[config.mk]
export PLATFORM = sky130hd
export DESIGN_NAME = ram_arbiter
export DESIGN_NICKNAME = d
export VERILOG_FILES = /design/src/rtl/ram_arbiter.sv
export SDC_FILE = /design/constraint.sdc
export NUM_CORES = 1
export LEC_CHECK = 0
export BUFFER_PORTS_ARGS = -buffer_cell sky130_fd_sc_hd__buf_4
export CORE_MARGIN = 2
export CORE_UTILIZATION = 49
export CTS_CLUSTER_SIZE = 16
export DETAILED_ROUTE_END_ITERATION = 16
export PLACE_DENSITY_LB_ADDON = 0.3
export SLEW_MARGIN = 20
export SYNTH_ARGS = -nofsm -noshare
export SYNTH_HDL_FRONTEND = slang
export SYNTH_SLANG_ARGS = --single-unit
export TNS_END_PERCENT = 10
[constraint.sdc]
create_clock -name clk -period 2.1 [get_ports clk]
set_input_delay 0.525 -clock clk [delete_from_list [all_inputs] [get_ports clk]]
set_output_delay 0.525 -clock clk [all_outputs]
set_load 0.005 [all_outputs]
[src/rtl/ram_arbiter.sv]
// Round-robin arbiter/sequencer that lets two req/ack masters share one
// single-port RAM; all RAM controls are registered so they never glitch.
module ram_arbiter #(
    parameter int unsigned READ_LAT = 1,
    parameter int unsigned AW       = 9,
    parameter int unsigned DW       = 16
) (
    input  logic          clk,
    input  logic          rst,
    input  logic          req0,
    input  logic          we0,
    input  logic [AW-1:0] addr0,
    input  logic [DW-1:0] wdata0,
    output logic          ack0,
    output logic [DW-1:0] rdata0,
    input  logic          req1,
    input  logic          we1,
    input  logic [AW-1:0] addr1,
    input  logic [DW-1:0] wdata1,
    output logic          ack1,
    output logic [DW-1:0] rdata1,
    output logic          busy,
    output logic          ram_WE,
    output logic [AW-1:0] ram_addr,
    output logic [DW-1:0] ram_in,
    input  logic [DW-1:0] ram_out
);

    localparam int unsigned CW = (READ_LAT > 1) ? $clog2(READ_LAT) : 1;

    typedef enum logic [1:0] {
        IDLE   = 2'd0,
        ACCESS = 2'd1,
        WAIT   = 2'd2,
        ACK    = 2'd3
    } state_t;

    state_t        state_q, state_d;
    logic          gnt_id_q, gnt_id_d;
    logic          op_we_q, op_we_d;
    logic          last_q, last_d;
    logic [CW-1:0] wait_cnt_q, wait_cnt_d;
    logic [DW-1:0] rdata0_q, rdata0_d;
    logic [DW-1:0] rdata1_q, rdata1_d;
    logic          ram_we_q, ram_we_d;
    logic [AW-1:0] ram_addr_q, ram_addr_d;
    logic [DW-1:0] ram_in_q, ram_in_d;

    logic          grant_id;
    logic          sel_we;

    // Tie goes to the requester that was not served last.
    always_comb begin
        grant_id = 1'b0;
        if (req0 && req1) begin
            grant_id = ~last_q;
        end else if (req1) begin
            grant_id = 1'b1;
        end
        sel_we = grant_id ? we1 : we0;
    end

    always_comb begin
        state_d    = state_q;
        gnt_id_d   = gnt_id_q;
        op_we_d    = op_we_q;
        last_d     = last_q;
        wait_cnt_d = wait_cnt_q;
        rdata0_d   = rdata0_q;
        rdata1_d   = rdata1_q;
        ram_we_d   = 1'b1;
        ram_addr_d = ram_addr_q;
        ram_in_d   = ram_in_q;

        unique case (state_q)
            IDLE: begin
                if (req0 || req1) begin
                    gnt_id_d   = grant_id;
                    op_we_d    = sel_we;
                    ram_addr_d = grant_id ? addr1 : addr0;
                    ram_in_d   = grant_id ? wdata1 : wdata0;
                    // WE is registered, so it is low exactly during ACCESS.
                    ram_we_d   = ~sel_we;
                    state_d    = ACCESS;
                end
            end
            ACCESS: begin
                wait_cnt_d = '0;
                state_d    = op_we_q ? ACK : WAIT;
            end
            WAIT: begin
                if (wait_cnt_q == CW'(READ_LAT - 1)) begin
                    if (gnt_id_q) begin
                        rdata1_d = ram_out;
                    end else begin
                        rdata0_d = ram_out;
                    end
                    state_d = ACK;
                end else begin
                    wait_cnt_d = wait_cnt_q + 1'b1;
                end
            end
            ACK: begin
                last_d  = gnt_id_q;
                state_d = IDLE;
            end
            default: state_d = IDLE;
        endcase
    end

    always_ff @(posedge clk) begin
        if (rst) begin
            state_q    <= IDLE;
            gnt_id_q   <= 1'b0;
            op_we_q    <= 1'b0;
            last_q     <= 1'b1;
            wait_cnt_q <= '0;
            rdata0_q   <= '0;
            rdata1_q   <= '0;
            ram_we_q   <= 1'b1;
            ram_addr_q <= '0;
            ram_in_q   <= '0;
        end else begin
            state_q    <= state_d;
            gnt_id_q   <= gnt_id_d;
            op_we_q    <= op_we_d;
            last_q     <= last_d;
            wait_cnt_q <= wait_cnt_d;
            rdata0_q   <= rdata0_d;
            rdata1_q   <= rdata1_d;
            ram_we_q   <= ram_we_d;
            ram_addr_q <= ram_addr_d;
            ram_in_q   <= ram_in_d;
        end
    end

    assign ack0     = (state_q == ACK) && !gnt_id_q;
    assign ack1     = (state_q == ACK) && gnt_id_q;
    assign busy     = (state_q != IDLE);
    assign rdata0   = rdata0_q;
    assign rdata1   = rdata1_q;
    assign ram_WE   = ram_we_q;
    assign ram_addr = ram_addr_q;
    assign ram_in   = ram_in_q;

endmodule

# Word-level counts from Yosys, hierarchy flattened
# Cells that the tools add are included.
# totals
reg_bits	64
inputBits	72
elab_cells	46
# classes
n_addsub	1
n_eq_ne	5
muxes	11
bitwise	6
n_reduce_logical	13
# op_table
operator	n
$mux W16	1
$mux W9	1
$pmux W2 S4	1
$not A1 Y1	6
$reduce_and A3 Y1	2
$mux W1	5
$eq A2 B2 Y1 const B	2
$mux W2	2
$ne A2 B2 Y1 const B	2
$reduce_and A2 Y1	2
$reduce_bool A2 Y1	2
$logic_and A1 B1 Y1	3
$reduce_or A3 Y1	1
$eq A2 B1 Y1 const B	1
$logic_not A2 Y1	1
$pmux W1 S2	1
$add A1 B1 Y1 const B	1
$logic_not A1 Y1	1
$logic_or A1 B1 Y1	1

# Depth between registers and ports, before layout
# depth
ltp_word	4
ltp_mapped	7
ltp_nobuf	5

# Worst setup path after synthesis
# Ideal clock, no wire load.
# synth_path
path_kind	input port to flip-flop
startpoint	input rst
endpoint	register op_we_q
t_arrival_ps	1246
t_required_ps	1952
setup_slack_ps	707
cell_stages	3
cell_sequence	clkbuf_1 -> clkbuf_1 -> a211oi_1
# synth_rtl
item	line_no	rtl
start, declared	9	input logic rst,
end signal, assigned	126	op_we_q <= op_we_d;
end, declared	40	logic op_we_q, op_we_d;
# No word-level cell between the ends.

# Worst setup path after layout
# layout_path
startpoint	register state_q[1]
endpoint	output busy
# layout_between
elab_chain_cells	1
# layout_rtl
item	line_no	rtl
start, declared	38	state_t state_q, state_d;
start signal, assigned	124	state_q <= state_d;
$reduce_bool A2 Y1	139	assign busy = (state_q != IDLE);
end, declared	22	output logic busy,
# Every way passes these cells.

==> summary.txt <==
Drt wl/cell - 14.00 um
Initial antenna violation count - 0
Unrepaired setup endpoints after global routing - no
Largest area contributor in the netlist - dfxtp_1
Cell total after placement - 499
Area contributors post-synth - dfxtp_1 (48%), nand2_1 (13%), a21oi_1 (11%), a211oi_2 (9.0%), nor2_1 (4.1%)
GRT Util Overall - 0.2468
Syn Inst Count - 315
DR iter-0 viols - 122
Top Ports - 133
F_max - 550.0 MHz
Worst R2R End - rdata0[9]
CTS Sinks - 63
Final HPWL DP - 5.199 mm
Cell at the slowest stage of the critical path - dfxtp_1
Most frequent cells in the layout - buf_4 (138), nand2_1 (90), dfxtp_1 (63)
Combinational share of power - 0.398
Yosys reg bits - 63
Crit. Startpoint - state_q[1]
Status - finished, final reports clean
Yosys top cell area share - 0.4755
Antenna viol nets, final - 0
Final Cycle Share - 0.8658
Final setup fails - 0
Crit path buffers/inverters - 3
CTS root buf - clkbuf_8
Die H - 77.58 um
Max-cap violations - 0
CP arrival - 1.29 ns
Crit path capture - busy
Gr ovfl total - 0
Actual slew at the worst max-slew pin - 0.7375 ns
Pleak - 1.718 nW
Layout cells sized above 1 - 0.3910
Vias/cell - 5.113
Finished Layout Cells - 515
Num CTS Buffers - 9
Synth Cell Area - 2653 um^2
CTS tree - done
Clk_lat worst skew - 0.33 ns
Clock power share - 0.229
Post-route DRC - 0
Register-to-register setup slack - 0.46 ns
Worst path cell trace - inv_1 > ha_1 > inv_1 > buf_4
Ys Warns - 0
Peak VDD IR - 0.5824 mV
Startpoint Class - register
CP max FO - 5
Fin. Hold Viols - 0
Syn avg cell area - 8.421 um^2
Design area - 3820 um^2
Global-route wire length before repair - 11.89 mm
Area grow syn2layout - 44.01%
Hold WC Path Type - in -> reg
TritonRoute pass-1 iters - 5
Core Area - 5172 um^2
Int Pwr - 2.929 mW
Cells on worst reg2reg path - 5
Register share of total power - 0.373
Vias in the first global route - 2558
Sequential share of the synthesized area - 0.4755
Largest net degree at the start of global routing - 64
GP Congestion - 0.7758
Final core utilization - 0.7385
Area after DPL - 3627 um^2
Worst Path Class, Setup - reg -> out
Final Max Slew Viols - 0
TNS Setup - 0 ns
Crit path top cell by count - inv_1
Postcts setup bufs - 0
Crit path max-delay family - flip-flops
Critical Path Stages - 4
Routed vias - 2633
Net switching power - 1.538 mW
Worst Hold Slack - 0.4450 ns
Starting Density - 0.5128
Worst path max stage delay - 0.41 ns
Row count - 26
Most used DFF post-synth - dfxtp_1
Distinct cells, synth - 29
Minimum clock period - 1.818 ns
Slew headroom - 0.5083
Most common cell after layout, fill and taps aside - buf_4
Worst reg2reg path startpoint - state_q[0]
Worst Skew - 0.009184 ns
Fraction of registers with async set/reset - 0
Antenna fix cells - 0
Post-CTS sizing - 0
EDFF count, synth - 0
Worst Setup End Kind - primary output
H-tree Lvls - 3
# hold bufs at CTS - 0
Die Wd - 77.58 um
Nets - 517
Final wirelength - 7.210 mm
Maximum root-to-sink buffer count - 2
PD cells - 1169 nW/um^2
Syn_nets - 392
CP required - 1.57 ns
IO Port Bufs - 132
Clock Pin Slew Worst Setup and Hold Paths - 0.07 ns
Die area - 6018 um^2
Sw frac - 0.3442
-- cell type report --
class,count,area [um^2]
clock buffers,12,145.1
clock inverters,4,45.04
fillers,423,1353
inverters,4,15.01
multi-input cells,224,1230
flip-flops and latches,63,1261
well taps,70,87.58
repair buffers,138,1036
-- how the worst min path moves through the flow --
stage	from	end	cells after the start
floorplan	rdata0[0]	rdata0[0]	2
global placement	rdata1[5]	rdata1[5]	2
detailed placement	rdata1[11]	rdata1[11]	2
CTS	ram_out[5]	rdata1[5]	3
global route	ram_out[15]	rdata0[15]	3
finish	ram_out[11]	rdata0[11]	3
-- per-layer routing --
layer,vias to the layer above,track usage,share of wire
met5,-,0,0
met4,0,0.1089,0.023
met3,15,0.07791,0.078
met2,103,0.4087,0.49
met1,1214,0.2936,0.41
li1,1301,-,-
-- through the flow --
step	setup slack [ns]	total power [mW]
floorplan	0.7068	2.768
global placement	0.2701	3.409
detailed placement	0.1313	3.478
CTS	0.1198	4.498
global route	0.1596	4.777
finish	0.2817	4.467
-- state kept, by name, summed over array words and instances (netlist names) --
register	flops
gnt_id_q	1
last_q	1
op_we_q	1
ram_WE	1
ram_addr	9
ram_in	16
rdata0	16
rdata1	16
state_q	2
-- power groups by stage --
| stage | sequential [mW] | clock (mW) | combinational (mW) |
|---|---|---|---|
| 6_report | 1.67 | 1.02 | 1.78 |
| 4_1_cts | 1.66 | 1.04 | 1.80 |
| 2_1_floorplan | 1.69 | 0 | 1.08 |
| 5_1_grt | 1.70 | 1.09 | 1.99 |
| 3_5_place_dp | 1.69 | 0 | 1.79 |
| 3_3_place_gp | 1.67 | 0 | 1.74 |
-- synthesized netlist by cell type, types with 3 or more instances --
master    count
a211oi_1      8
buf_4         5
a21oi_1      57
buf_2         3
nand2_1      90
buf_6         4
dfxtp_1      63
ha_1          5
inv_1         4
clkbuf_1      8
a211oi_2     19
nor2_1       29
-- logic make-up (layout without fill, tap and decap cells) --
group           Yosys count  in the layout  share of synthesized area
buf+inv                  28            158                    0.06179
simple gates            125            125                     0.1835
compound gates           92             92                     0.2481
flops                    63             63                     0.4755
mux                       2              2                   0.007547
fa+ha+maj                 5              5                    0.02358
-- tightest hold or removal path, cell delays in order --
cell,delay [ns]
buf_4,0.11
nand2_1,0.05
a21oi_1,0.05
Power figures use the tool's default switching activity.
